[src/rtl/rio_frame_codec.sv]
// Frame codec for the rio SPI link: unpacks rx buffers into channel commands,
// packs feedback into tx buffers, and owns the packet watchdog and E-stop state.
module rio_frame_codec #(
  parameter int          BUFFER_SIZE    = 240,
  parameter int          NUM_JOINTS     = 5,
  parameter int          NUM_VOUTS      = 1,
  parameter int          NUM_VINS       = 1,
  parameter int          NUM_DOUT_BYTES = 1,
  parameter int          NUM_DIN_BYTES  = 1,
  parameter logic [31:0] RX_MAGIC       = 32'h74697277,
  parameter logic [31:0] TX_DATA        = 32'h64617461,
  parameter logic [31:0] TX_ESTOP       = 32'h65737470,
  parameter int          TIMEOUT_CYCLES = 4800000
) (
  input  logic                                                   clk,
  input  logic                                                   rst_n,
  input  logic                                                   frame_done,
  input  logic [BUFFER_SIZE-1:0]                                 rx_data,
  output logic [BUFFER_SIZE-1:0]                                 tx_data,
  input  logic                                                   estop_in,
  input  logic [32*NUM_JOINTS-1:0]                               joint_feedback,
  input  logic [(NUM_VINS > 0 ? 32*NUM_VINS : 1)-1:0]            process_variable,
  input  logic [(NUM_DIN_BYTES > 0 ? 8*NUM_DIN_BYTES : 1)-1:0]   din,
  output logic [32*NUM_JOINTS-1:0]                               joint_freq_cmd,
  output logic [NUM_JOINTS-1:0]                                  joint_enable,
  output logic [(NUM_VOUTS > 0 ? 32*NUM_VOUTS : 1)-1:0]          setpoint,
  output logic [(NUM_DOUT_BYTES > 0 ? 8*NUM_DOUT_BYTES : 1)-1:0] dout,
  output logic                                                   error,
  output logic [15:0]                                            bad_frames
);

  localparam int JEN_BYTES = (NUM_JOINTS + 7) / 8;
  localparam int RX_BITS   = 32*(1+NUM_JOINTS+NUM_VOUTS) + 8*(JEN_BYTES+NUM_DOUT_BYTES);
  localparam int TX_BITS   = 32*(1+NUM_JOINTS+NUM_VINS) + 8*NUM_DIN_BYTES;
  localparam int EN_LO     = BUFFER_SIZE - 32*(1+NUM_JOINTS+NUM_VOUTS) - 8*JEN_BYTES;
  localparam int DOUT_LO   = BUFFER_SIZE - RX_BITS;
  localparam int DIN_LO    = BUFFER_SIZE - TX_BITS;
  localparam int SP_W      = NUM_VOUTS > 0 ? 32*NUM_VOUTS : 1;
  localparam int DOUT_W    = NUM_DOUT_BYTES > 0 ? 8*NUM_DOUT_BYTES : 1;
  localparam int WD_W      = TIMEOUT_CYCLES > 2 ? $clog2(TIMEOUT_CYCLES) : 1;

  localparam logic [WD_W-1:0] WD_LAST = WD_W'(TIMEOUT_CYCLES - 1);
  localparam logic [BUFFER_SIZE-1:0] TX_RESET =
    {TX_DATA[7:0], TX_DATA[15:8], TX_DATA[23:16], TX_DATA[31:24], {(BUFFER_SIZE-32){1'b0}}};

  typedef enum logic [1:0] {S_WAIT, S_RUN, S_TIMEOUT, S_ESTOP} state_t;

  state_t                   state, state_next;
  logic [WD_W-1:0]          watchdog;
  logic [31:0]              header;
  logic                     header_ok, valid;
  logic [32*NUM_JOINTS-1:0] dec_cmd;
  logic [NUM_JOINTS-1:0]    dec_en;
  logic [SP_W-1:0]          dec_sp;
  logic [DOUT_W-1:0]        dec_dout;
  logic [BUFFER_SIZE-1:0]   tx_next;

  // Words travel least-significant byte first, so the field is byte-reversed.
  function automatic logic [31:0] swap_bytes(input logic [31:0] w);
    return {w[7:0], w[15:8], w[23:16], w[31:24]};
  endfunction

  always_comb begin
    header   = swap_bytes(rx_data[BUFFER_SIZE-1 -: 32]);
    dec_cmd  = '0;
    dec_en   = '0;
    dec_sp   = '0;
    dec_dout = '0;
    for (int k = 0; k < NUM_JOINTS; k++)
      dec_cmd[32*k +: 32] = swap_bytes(rx_data[BUFFER_SIZE-32*(k+2) +: 32]);
    for (int v = 0; v < NUM_VOUTS; v++)
      dec_sp[32*v +: 32] = swap_bytes(rx_data[BUFFER_SIZE-32*(NUM_JOINTS+v+2) +: 32]);
    for (int j = 0; j < NUM_JOINTS; j++)
      dec_en[j] = rx_data[EN_LO+j];
    for (int b = 0; b < NUM_DOUT_BYTES; b++)
      dec_dout[8*b +: 8] = rx_data[DOUT_LO+8*b +: 8];
  end

  assign header_ok = (header == RX_MAGIC);
  assign valid     = frame_done && header_ok;
  assign error     = (state != S_RUN);

  always_comb begin
    state_next = state;
    if (estop_in) begin
      state_next = S_ESTOP;
    end else begin
      case (state)
        S_WAIT:    if (valid) state_next = S_RUN;
        S_RUN:     if (!valid && watchdog == WD_LAST) state_next = S_TIMEOUT;
        S_TIMEOUT: if (valid) state_next = S_RUN;
        S_ESTOP:   if (valid) state_next = S_WAIT;
        default:   state_next = S_WAIT;
      endcase
    end
  end

  always_ff @(posedge clk or negedge rst_n) begin
    if (!rst_n) state <= S_WAIT;
    else        state <= state_next;
  end

  always_ff @(posedge clk or negedge rst_n) begin
    if (!rst_n)                          watchdog <= '0;
    else if (state != S_RUN || valid)    watchdog <= '0;
    else if (watchdog != WD_LAST)        watchdog <= watchdog + 1'b1;
  end

  // Commands are forced to zero on the same edge the state leaves RUN.
  always_ff @(posedge clk or negedge rst_n) begin
    if (!rst_n) begin
      joint_freq_cmd <= '0;
      joint_enable   <= '0;
      setpoint       <= '0;
      dout           <= '0;
    end else if (state_next != S_RUN) begin
      joint_freq_cmd <= '0;
      joint_enable   <= '0;
      setpoint       <= '0;
      dout           <= '0;
    end else if (valid) begin
      joint_freq_cmd <= dec_cmd;
      joint_enable   <= dec_en;
      setpoint       <= dec_sp;
      dout           <= dec_dout;
    end
  end

  always_ff @(posedge clk or negedge rst_n) begin
    if (!rst_n)
      bad_frames <= '0;
    else if (frame_done && !header_ok && bad_frames != 16'hFFFF)
      bad_frames <= bad_frames + 16'd1;
  end

  always_comb begin
    tx_next = '0;
    tx_next[BUFFER_SIZE-1 -: 32] =
      swap_bytes((state == S_ESTOP || estop_in) ? TX_ESTOP : TX_DATA);
    for (int k = 0; k < NUM_JOINTS; k++)
      tx_next[BUFFER_SIZE-32*(k+2) +: 32] = swap_bytes(joint_feedback[32*k +: 32]);
    for (int v = 0; v < NUM_VINS; v++)
      tx_next[BUFFER_SIZE-32*(NUM_JOINTS+v+2) +: 32] = swap_bytes(process_variable[32*v +: 32]);
    for (int b = 0; b < NUM_DIN_BYTES; b++)
      tx_next[DIN_LO+8*b +: 8] = din[8*b +: 8];
  end

  // Snapshot on every frame, valid or not, so the buffer is stable for the next transfer.
  always_ff @(posedge clk or negedge rst_n) begin
    if (!rst_n)          tx_data <= TX_RESET;
    else if (frame_done) tx_data <= tx_next;
  end

endmodule

[config.mk]
export PLATFORM = sky130hd
export DESIGN_NAME = rio_frame_codec
export DESIGN_NICKNAME = d
export VERILOG_FILES = /design/src/rtl/rio_frame_codec.sv
export SDC_FILE = /design/constraint.sdc
export NUM_CORES = 1
export LEC_CHECK = 0
export CORE_AREA = 2 2 348 350
export CTS_CLUSTER_SIZE = 24
export DETAILED_ROUTE_END_ITERATION = 10
export DIE_AREA = 0 0 350 352
export GPL_TIMING_DRIVEN = 0
export PLACE_DENSITY = 0.39
export SLEW_MARGIN = 15
export SYNTH_ARGS = -nofsm -noshare
export SYNTH_HDL_FRONTEND = slang
export SYNTH_SLANG_ARGS = --single-unit
[constraint.sdc]
create_clock -name clk -period 7.19 [get_ports clk]
set_input_delay 2.157 -clock clk [delete_from_list [all_inputs] [get_ports clk]]
set_output_delay 2.157 -clock clk [all_outputs]
set_load 0.01 [all_outputs]
==> results.md, run 1 <==
- Layout cells sized above 1: 15.4%
- Drc violations: 0
- Fin. max-slew vios: 0
- Total chip power: 6.73 mW
- Io pins: 906
- Synth area leader: dfrtp_1
- Register area share after synthesis: 62.4%
- Htree depth: 2
- Initial antenna violation count: 37
- Slew headroom: 36.9%
- Die area: 123,000 um2
- Worst Hold Class: flop to flop
- Vias in the first global route: 16,100
- DR vias/cell: 3.67
- Met1 usage: 14.7%
- Max-Cap Viols: 0
- Total number of vias: 15,400
- DR iter-0 viols: 568
- CTS Buf Count: 58
- Fin crit share: 70.9%
- Number of synthesized register bits: 448
- Clk Latency, worst-skew pair: 0.65 ns
- Setup crit start kind: input pin
- Placed wire-length estimate: 68,100 um
- Clk_skew: 0.0399 ns
- WL final: 86,500 um
- Syn avg cell area: 11.4 um2
- VDD IR max: 0.167 mV
- Syn-to-layout area delta: 71.9%
- Post_cts resized: 0
- Pin count of the biggest net entering global routing: 88
- Antenna Nets Post-Route: 0
- Prevailing post-synth register cell: dfrtp_1
- Nature of the critical path endpoint: flop
- Synthesized area: 18,000 um2
- Pwr per Cell Area: 218 nW/um2
- Count of input and output buffers: 866
- RSZ-0062 raised after global routing: no
- Worst-path clk slew: 0.06 ns
- YS warnings: 0
- Met3 GRT Util: 5.55%
- Top post-synthesis cells by area: dfrtp_1 62%, mux2_2 13%, nand2_1 9.0%
- Net count, final: 2,984
- Total global-route track usage: 13.7%
- Sw frac: 25.4%
- Async set or reset register ratio after synthesis: 100%
- Die width: 350 um
- Synth top area share: 62.2%
- Logic pwr share: 14.8%
- Clock share of power: 44.0%
- Row cnt: 127
- Post-CTS Setup Bufs: 0
- Clk root buf: clkbuf_16
- Post-Syn Instances: 1,574
- M2 GR Usage: 24.6%
- Worst Tran Pin Value: 0.938 ns
- Initial Utilization: 15.1%
- Die height: 352 um
- Seq pwr share: 41.2%
- Clock sinks: 448
- Outcome: complete, no violations
- CTS tree: done
- Top Usage Layer GRT: met2
- Top-count cell post-synth: dfrtp_1
- Hold_buf cts: 0
- WL/cell: 20.6 um
- Worst setup path class: input pin to flop
- Post-Place Setup Slack: 1.25 ns
- Final GP Congestion: 0.769
- # setup viols final: 0
- WP data arrival: 5.61 ns
- Period minus WS final: 5.10 ns
- Drt pass-1 iters: 4
- First-pass GRT wire length: 122,000 um
- Max FO, Critical Path: 10
- Fin. Hold Viols: 0
- Synth unique cells: 45
- Worst Slack Setup Final: 2.09 ns
- Fillers: 12,700
- Data required, critical path: 7.70 ns
- Synth cell count leaders: 447 x dfrtp_1, 429 x nand2_1, 210 x a21oi_1
- Core Area: 119,000 um2
- Hold_ws: 0.476 ns
- Number of synthesized flops with an enable pin: 0
- Bufs on Longest Clock Path: 3
- Int Pwr: 5.02 mW
- Maximum clock frequency: 196 MHz
- Gr ovfl total: 0
- Leakage power total: 11.9 nW
- Switching power: 1.71 mW
[area by class of cell]
class	count	area [um2]	share of cell area, %
sequential	448	11200	36.3
timing repair buffer	871	8810	28.5
multi-input combinational	1017	6060	19.6
tap	1612	2020	6.53
clock buffer	92	1810	5.86
buffer	136	816	2.64
clock inverter	15	126	0.409
antenna	10	25.0	0.0810
inverter	6	22.5	0.0729
[registers in the layout, summed over array words and instances (netlist names)]
name	cells
dout	8
joint_enable	5
state	2
watchdog	23
bad_frames	16
setpoint	32
tx_data	202
joint_freq_cmd	160
[final timing paths]
path,from,to,slack [ns],depth (start not counted)
setup / recovery,rx_data[209],joint_freq_cmd[28],2.09,8
hold / removal,tx_data[232],tx_data[232],0.48,2
setup reg to reg,watchdog[14],joint_freq_cmd[149],4.26,7
hold reg to reg,tx_data[232],tx_data[232],0.48,2
max in group asynchronous,rst_n,joint_freq_cmd[75],4.05,4
min in group asynchronous,rst_n,tx_data[188],1.48,1
[power groups by stage]
stage               sequential, mW  combinational (mW)  clock (mW)
global route                  2.79                1.06        3.19
finish                        2.77               0.993        2.96
CTS                           2.78                1.03        3.09
detailed placement            2.82                1.02           0
floorplan                     2.87               0.216           0
global placement              2.83                1.01           0
[cell families after synthesis]
group / Yosys count / share of synthesized area [%]
flip-flops: 448 / 62.4
buffers and inverters: 142 / 4.65
XOR/XNOR: 33 / 1.61
AND/OR/NAND/NOR: 522 / 12.1
AO/OA/AOI/OAI: 223 / 6.42
multiplexers: 202 / 12.6
other: 2 / 0.0418
adder cells (fa/ha/maj): 2 / 0.139
[placed cells by master, fill, tap and decap left out, types with 13 or more instances in the layout]
master | synthesis | final
xor2_1 | 20 | 20
clkbuf_16 | 0 | 59
mux2_2 | 201 | 201
a21oi_1 | 210 | 210
nor3_1 | 26 | 26
buf_2 | 29 | 29
clkbuf_8 | 0 | 21
buf_4 | 42 | 42
dfrtp_1 | 447 | 447
xnor2_1 | 13 | 13
clkbuf_1 | 51 | 61
buf_6 | 13 | 13
conb_1 | 2 | 35
nand2_1 | 429 | 429
clkdlybuf4s50_1 | 0 | 865
[per-layer routing]
layer | up-vias | share of wire (%)
li1 | 7170 | -
met1 | 7478 | 37
met2 | 584 | 51
met3 | 143 | 9.7
met4 | 46 | 2.2
met5 | - | 0.35
[metrics by stage]
| step | instances | cell area, um2 | util [%] | TNS (ns) |
|---|---|---|---|---|
| 4_1_cts | 4197 | 30900 | 25.9 | 0 |
| 6_report | 4207 | 30900 | 25.9 | 0 |
| 3_3_place_gp | 4085 | 28800 | 24.1 | -8611.83 |
| 3_5_place_dp | 4090 | 28900 | 24.3 | 0 |
| 5_1_grt | 4200 | 30900 | 25.9 | 0 |
| 2_1_floorplan | 1607 | 18100 | - | 0 |
[worst max-delay path, stage by stage]
cell,delay [ns]
clkdlybuf4s50_1,0.39
or4b_1,0.56
nor4_2,0.59
nand3_2,0.70
clkbuf_1,0.53
clkbuf_1,0.43
nand2_1,0.16
a21oi_1,0.07
No activity file was read; power rests on OpenSTA's default activity.
==> run 2, diff against run 1 <==
CORE_AREA = 2 2 354 356   (was 2 2 348 350)
DIE_AREA = 0 0 356 358   (was 0 0 350 352)
PLACE_DENSITY = 0.38   (was 0.39)
clock period = 5.06 ns   (was 7.19 ns; I/O delays follow)
==> results.md, run 2 (synthesized netlist as in run 1, its figures left out) <==
- Hold EP: tx_data[232]
- DR vias/cell: 3.63
- Period minus WS final: 4.90 ns
- Setup crit start kind: input pin
- Io pins: 906
- Switching power: 2.51 mW
- Most frequent cells in the layout: 865 x clkdlybuf4s50_1, 447 x dfrtp_1, 429 x nand2_1, 210 x a21oi_1, 201 x mux2_2
- Hold Path Depth: 2
- Commonest non-fill, non-tap cell in the layout: clkdlybuf4s50_1
- Row cnt: 129
- DR iter-0 viols: 496
- Seq pwr share: 40.8%
- Count of input and output buffers: 866
- Die area: 127,000 um2
- Hold_buf cts: 0
- Fin. Hold Viols: 0
- Worst R2R Path Depth: 7
- First-pass GRT wire length: 122,000 um
- Clock share of power: 44.7%
- Die height: 358 um
- Net count, final: 2,986
- Worst-path clk slew: 0.06 ns
- VDD IR max: 0.216 mV
- Drt pass-1 iters: 5
- Initial antenna violation count: 38
- Core Area: 123,000 um2
- Sw frac: 25.9%
- Clk_skew: 0.0229 ns
- Fin crit share: 96.8%
- Inst Count DP: 4,115
- Vias in the first global route: 16,300
- Bufs on Longest Clock Path: 3
- Fin. max-slew vios: 0
- Initial Utilization: 14.6%
- Htree depth: 2
- CTS tree: done
- Gr ovfl total: 0
- Worst Tran Pin Value: 1.10 ns
- R2R Path Start: watchdog[14]
- Final GP Congestion: 0.762
- Reg2reg end: joint_freq_cmd[154]
- Logic pwr share: 14.5%
- Data required, critical path: 5.62 ns
- Min-delay src: tx_data[232]
- Slew headroom: 26.7%
- RSZ-0062 raised after global routing: no
- Int Pwr: 7.16 mW
- # setup viols final: 0
- Clk root buf: clkbuf_16
- Reg2Reg Setup Slack: 2.18 ns
- Max FFs per register: 202
- Total global-route track usage: 13.2%
- Max-Cap Viols: 0
- WP data arrival: 5.46 ns
- Clk Latency, worst-skew pair: 0.65 ns
- Total number of vias: 15,300
- Post_cts resized: 0
- Fillers: 13,200
- WL/cell: 20.8 um
- Worst setup path class: input pin to flop
- Largest Register: tx_data
- Maximum clock frequency: 204 MHz
- Max FO, Critical Path: 11
- Worst Hold Class: flop to flop
- Pwr per Cell Area: 312 nW/um2
- Pin count of the biggest net entering global routing: 88
- Drc violations: 0
- Syn-to-layout area delta: 72.1%
- Post-Layout Cell Count: 4,233
- Antenna Nets Post-Route: 0
- Layout cells sized above 1: 15.2%
- Post-CTS Setup Bufs: 0
- Total chip power: 9.66 mW
- Leakage power total: 11.9 nW
- CTS Buf Count: 60
- Outcome: complete, no violations
- Nature of the critical path endpoint: flop
- Biggest regs: tx_data: 202 flops, joint_freq_cmd: 160 flops, setpoint: 32 flops
- Clock sinks: 448
- WL final: 88,100 um
- Die width: 356 um
- Placed wire-length estimate: 69,500 um
==> run 2: power groups by stage <==
| stage | Sequential (mW) | Clock [mW] | Combinational (mW) |
|---|---|---|---|
| final | 3.94 | 4.32 | 1.40 |
| after global routing | 3.97 | 4.65 | 1.50 |
| after CTS | 3.95 | 4.51 | 1.44 |
| after detailed placement | 4.01 | 0 | 1.43 |
| after global placement | 4.02 | 0 | 1.43 |
| after floorplan | 4.08 | 0 | 0.306 |
==> run 2: layout make-up <==
class / instances / area (um2) / share of cell area [%]
Multi-Input combinational cell: 1017 / 6070 / 19.6
Tap cell: 1637 / 2050 / 6.62
Inverter: 6 / 22.5 / 0.0728
Buffer: 136 / 813 / 2.63
Clock buffer: 88 / 1690 / 5.45
Clock inverter: 25 / 272 / 0.877
Sequential cell: 448 / 11200 / 36.2
Antenna cell: 5 / 12.5 / 0.0404
Timing Repair Buffer: 871 / 8810 / 28.5
==> run 2: worst max-delay path, stage by stage <==
cell and delay, ns:
clkdlybuf4s50_1 0.52, or4b_1 0.49, nor4_2 0.70, and3_1 0.26
clkbuf_1 0.38, clkbuf_1 0.75, nand2_1 0.56, a21oi_1 0.25
==> run 2: worst max path at each step <==
stage	start	end	slack [ns]
floorplan	rx_data[209]	joint_freq_cmd[100]	1.71
global placement	rst_n	joint_freq_cmd[73]	-21.00
detailed placement	rx_data[214]	joint_freq_cmd[153]	-0.56
CTS	rx_data[214]	joint_freq_cmd[153]	0.13
global route	rx_data[214]	joint_freq_cmd[153]	0.03
finish	rx_data[214]	joint_freq_cmd[153]	0.16
==> run 2: layer usage <==
layer | GRT usage, % | up-vias | share of wire [%]
met2 | 23.0 | 582 | 50
li1 | - | 7172 | -
met1 | 14.8 | 7386 | 38
met3 | 5.67 | 149 | 9.6
met5 | 0 | - | 0.41
met4 | 3.43 | 56 | 2.3
==> run 2: stage by stage <==
| stage | instance area [um2] | TNS, ns | hold WS (ns) | util (%) | setup WS [ns] |
|---|---|---|---|---|---|
| floorplan | 18100 | 0 | 0.474 | - | 1.71 |
| global placement | 28800 | -9510.08 | 0.459 | 23.4 | -21.00 |
| detailed placement | 29000 | -61.54 | 0.468 | 23.5 | -0.556 |
| CTS | 30900 | 0 | 0.479 | 25.1 | 0.134 |
| global route | 30900 | 0 | 0.513 | 25.1 | 0.0264 |
| finish | 30900 | 0 | 0.478 | 25.1 | 0.161 |
